[config.mk]
export PLATFORM = sky130hd
export DESIGN_NAME = cardinal_nic
export DESIGN_NICKNAME = d
export VERILOG_FILES = /design/src/rtl/cardinal_nic_pkg.sv /design/src/rtl/cardinal_nic_channel_buf.sv /design/src/rtl/cardinal_nic.sv
export SDC_FILE = /design/constraint.sdc
export NUM_CORES = 1
export LEC_CHECK = 0
export ABC_AREA = 1
export BUFFER_PORTS_ARGS = -buffer_cell sky130_fd_sc_hd__clkbuf_2
export CORE_ASPECT_RATIO = 1.4
export CORE_MARGIN = 3
export CORE_UTILIZATION = 50
export DETAILED_ROUTE_END_ITERATION = 8
export HOLD_SLACK_MARGIN = 0.06
export PLACE_DENSITY = 0.92
export REMOVE_ABC_BUFFERS = 1
export SYNTH_ARGS = -nofsm -noshare
export SYNTH_HDL_FRONTEND = slang
export SYNTH_HIERARCHICAL = 1
export SYNTH_SLANG_ARGS = --single-unit
[constraint.sdc]
create_clock -name clk -period 1.75 [get_ports clk]
set_input_delay 0.2625 -clock clk [delete_from_list [all_inputs] [get_ports clk]]
set_output_delay 0.2625 -clock clk [all_outputs]
set_load 0.01 [all_outputs]
[src/rtl/cardinal_nic_pkg.sv]
// Shared constants for the cardinal NIC: register map, packet width and virtual-channel bit.
package cardinal_nic_pkg;

    localparam int unsigned NIC_DATA_W = 64;
    localparam int unsigned NIC_ADDR_W = 2;

    localparam logic [1:0] NIC_ADDR_ICB    = 2'b00;
    localparam logic [1:0] NIC_ADDR_ICB_ST = 2'b01;
    localparam logic [1:0] NIC_ADDR_OCB    = 2'b10;
    localparam logic [1:0] NIC_ADDR_OCB_ST = 2'b11;

    // Packet bit that names the virtual channel; bit 0 is the MSB.
    localparam int unsigned NIC_VC_BIT = 0;

endpackage

[src/rtl/cardinal_nic_channel_buf.sv]
// One-entry channel buffer with a full flag. A load is accepted only while the buffer is empty,
// and a clear only has an effect while it is full.
module nic_channel_buf #(
    parameter int unsigned DATA_W = 64
) (
    input  logic              clk,
    input  logic              reset,
    input  logic              load,
    input  logic [0:DATA_W-1] load_data,
    input  logic              clear,
    output logic [0:DATA_W-1] data,
    output logic              full
);

    logic [0:DATA_W-1] data_q, data_d;
    logic              full_q, full_d;

    always_comb begin
        data_d = data_q;
        full_d = full_q;
        if (full_q) begin
            // A load that collides with a clear is still dropped: full was seen at cycle start.
            if (clear) begin
                full_d = 1'b0;
            end
        end else if (load) begin
            data_d = load_data;
            full_d = 1'b1;
        end
    end

    always_ff @(posedge clk) begin
        if (reset) begin
            data_q <= '0;
            full_q <= 1'b0;
        end else begin
            data_q <= data_d;
            full_q <= full_d;
        end
    end

    assign data = data_q;
    assign full = full_q;

endmodule

[src/rtl/cardinal_nic.sv]
// Responder for the processor's nicLd/nicSt path: register decode, registered load data, and the
// handshake glue to the ring router's local port around an input and an output channel buffer.
module cardinal_nic
    import cardinal_nic_pkg::*;
#(
    parameter int unsigned DATA_W = NIC_DATA_W,
    parameter int unsigned ADDR_W = NIC_ADDR_W
) (
    input  logic              clk,
    input  logic              reset,
    input  logic [ADDR_W-1:0] addr,
    input  logic [0:DATA_W-1] d_in,
    output logic [0:DATA_W-1] d_out,
    input  logic              nicEn,
    input  logic              nicWrEn,
    input  logic              net_si,
    output logic              net_ri,
    input  logic [0:DATA_W-1] net_di,
    output logic              net_so,
    input  logic              net_ro,
    output logic [0:DATA_W-1] net_do,
    input  logic              net_polarity
);

    logic              ld_en, st_en;
    logic              icb_load, icb_clear, icb_full;
    logic              ocb_load, ocb_clear, ocb_full;
    logic [0:DATA_W-1] icb_data, ocb_data;
    logic [0:DATA_W-1] d_out_q, d_out_d;

    assign ld_en = nicEn & ~nicWrEn;
    assign st_en = nicEn & nicWrEn;

    assign net_ri    = ~icb_full;
    assign icb_load  = net_si & net_ri;
    assign icb_clear = ld_en & (addr == ADDR_W'(NIC_ADDR_ICB));

    assign ocb_load  = st_en & (addr == ADDR_W'(NIC_ADDR_OCB));
    assign ocb_clear = net_so;

    // Only the VC matching the router's current polarity may leave this cycle.
    assign net_so = ~reset & ocb_full & net_ro & (ocb_data[NIC_VC_BIT] == net_polarity);
    assign net_do = ocb_data;

    nic_channel_buf #(
        .DATA_W (DATA_W)
    ) u_icb (
        .clk       (clk),
        .reset     (reset),
        .load      (icb_load),
        .load_data (net_di),
        .clear     (icb_clear),
        .data      (icb_data),
        .full      (icb_full)
    );

    nic_channel_buf #(
        .DATA_W (DATA_W)
    ) u_ocb (
        .clk       (clk),
        .reset     (reset),
        .load      (ocb_load),
        .load_data (d_in),
        .clear     (ocb_clear),
        .data      (ocb_data),
        .full      (ocb_full)
    );

    always_comb begin
        d_out_d = d_out_q;
        if (ld_en) begin
            unique case (addr)
                ADDR_W'(NIC_ADDR_ICB):    d_out_d = icb_data;
                ADDR_W'(NIC_ADDR_ICB_ST): d_out_d = DATA_W'(icb_full);
                ADDR_W'(NIC_ADDR_OCB_ST): d_out_d = DATA_W'(ocb_full);
                default:                  d_out_d = '0;
            endcase
        end
    end

    always_ff @(posedge clk) begin
        if (reset) begin
            d_out_q <= '0;
        end else begin
            d_out_q <= d_out_d;
        end
    end

    assign d_out = d_out_q;

endmodule

==> flow_summary.toml <==
[grt]
grt_max_degree = 66
grt_overflow = 0
antenna_found_initial = 2
grt_use_total_pct = 22.7
grt_pass1_wl_mm = 32.8
grt_pass1_vias = 6874

[sta]
slew_headroom_pct = 75.2
rsz0062_at_grt = "no"
final_max_slew_viol_count = 0
fmax_mhz = 611
period_share_pct = 93.6
finalHoldViolCount = 0
worst_pin_slew_ns = 0.372
whs_ns = 0.134
fin_skew_ns = 0.00990
setup_viol = 0
period_minus_slack_ns = 1.64

[detailed_routing]
wl_per_cell_um = 12.9
first_iter_violations = 762
drt_pre_antenna_iters = 5
final_antenna_net_count = 0
routed_wl_mm = 20.2
route.detailed.drc = 0
vias_per_cell = 4.85
vias = 7607

[final_layout]
mostFrequentLayoutCells = "clkbuf_2, nand2_1, nor2_1, dfxtp_1, inv_1"
fin_nets = 1501
fin_util_pct = 64.9
final_common_cell = "clkbuf_2"
drive_above_1_share_pct = 23.7
area_growth_pct = 25.4

[critical_path]
arrival_ns = 1.38
worst-r2r-setup-slack_ns = 0.38
crit_type = "reg -> out"
cp.required_ns = 1.49
cp-start-kind = "register"
crit_path_end_kind = "primary output"
crit_fanout = 5

[die]
rows = 53
io_pins = 267
die_h_um = 154
initial_core_util_pct = 51.8
die-area_sq_um = 17300
core_sq_um = 15200
die_w_um = 112

[logic_synthesis]
yosys_warnings = 6
synth_cell_type_count = 19
synthesis.area_sq_um = 7860
synth_area_leader_cell = "dfxtp_1"
avgSynthCellArea_sq_um = 6.92
synth-seq-cells = 194
synth_area_leaders = "dfxtp_1, nand2_1, nor2_1, nand3_1, inv_1"
synth_top_area_share_pct = 49.4
synthCells = 1136
yosysSeqAreaShare_pct = 49.4

[power_and_ir_drop]
power_mw = 9.83
power_density_nw_per_um2 = 997
p_leak_nw = 5.03
ir_drop_v = 0.000724

[clock_network]
post-cts-setup-buffers = 0
htree_levels = 4
cts_root_buf = "clkbuf_16"
cts_buffers = 17
max-clock-path-buffers = 2
clkTransAtPathRegs_ns = 0.08
clkLatencyLatePin_ns = 0.42
cts_tree = "built"
cts.sinks = 194

[flow_run]
cap_violations = 0

[outcome]
status = "complete, no violations"

[min_path]
hp-class = "in -> reg"

[placement]
io_buffer_count = 266
place_hpwl_mm = 14.0
gp_congestion = 0.855
[layout make-up]
type                            instances  area (sq um)
Antenna cell                            1          2.50
Clock buffer                           19           443
Clock inverter                         13           164
Fill cell                            1296          5330
Inverter                              142           533
Multi-Input combinational cell        728          3020
Sequential cell                       194          3880
Tap cell                              192           240
Timing Repair Buffer                  281          1570
[repair_timing]
item	4_1_cts	5_1_grt
hold buffers	0	0
resized for setup	1	0
endpoints found under the setup margin	1	0
[path summary, 6_finish.rpt]
kind / cells after the start / endpoint / startpoint
setup / recovery: 3 / net_so / u_ocb/full
hold / removal: 5 / u_icb/data[16] / net_di[16]
setup reg to reg: 6 / u_icb/data[43] / u_icb/full
hold reg to reg: 2 / d_out[27] / u_icb/data[27]
[cells in the mapped netlist (all sizes together)]
| master | count |
|---|---|
| nor3 | 1 |
| xor2 | 1 |
| inv | 142 |
| nand2 | 265 |
| and2 | 1 |
| buf | 54 |
| a21oi | 65 |
| nand3 | 130 |
| nor2 | 264 |
| nor4 | 1 |
| clkbuf | 18 |
| dfxtp | 194 |
[report_power, final]
group	switching, mW	internal (mW)
clock	1.76	2.20
combinational	0.668	0.450
sequential	0.117	4.64
total	2.54	7.29
[flip-flops by register name, summed over array words and instances (netlist names)]
name,cells
u_ocb/data,64
u_ocb/full,1
u_icb/full,1
u_icb/data,64
d_out,64
[critical path: stages (launching register included)]
cell and delay [ns]:
dfxtp_2 0.40, nand2_1 0.06, nor3_1 0.27, clkbuf_2 0.22
[routing by layer]
layer	GRT usage, %	vias up	routed length [um]
li1	-	3882	-
met2	38.5	332	9650
met4	5.15	2	157
met3	7.71	11	2200
met5	0	-	13
met1	28.0	3380	8180
[per-stage QoR]
stage / setup slack, ns / cell area, sq um / setup TNS [ns] / std cells
floorplan: -4.54 / 7420 / -413.37 / 1064
global placement: 0.232 / 9250 / 0 / 1537
detailed placement: 0.164 / 9250 / 0 / 1537
CTS: 0.0883 / 9860 / 0 / 1569
global route: 0.0371 / 9860 / 0 / 1569
finish: 0.112 / 9860 / 0 / 1570
[logic make-up (layout without fill, tap and decap cells)]
group / count (synthesis) / in the layout / synth area share [%]
compound gates: 65 / 65 / 4.14
xor+xnor: 1 / 1 / 0.111
buf+inv: 214 / 455 / 12.3
flops: 194 / 194 / 49.4
other cells: 0 / 1 / 0
simple gates: 662 / 662 / 34.0
Power figures use the tool's default switching activity.
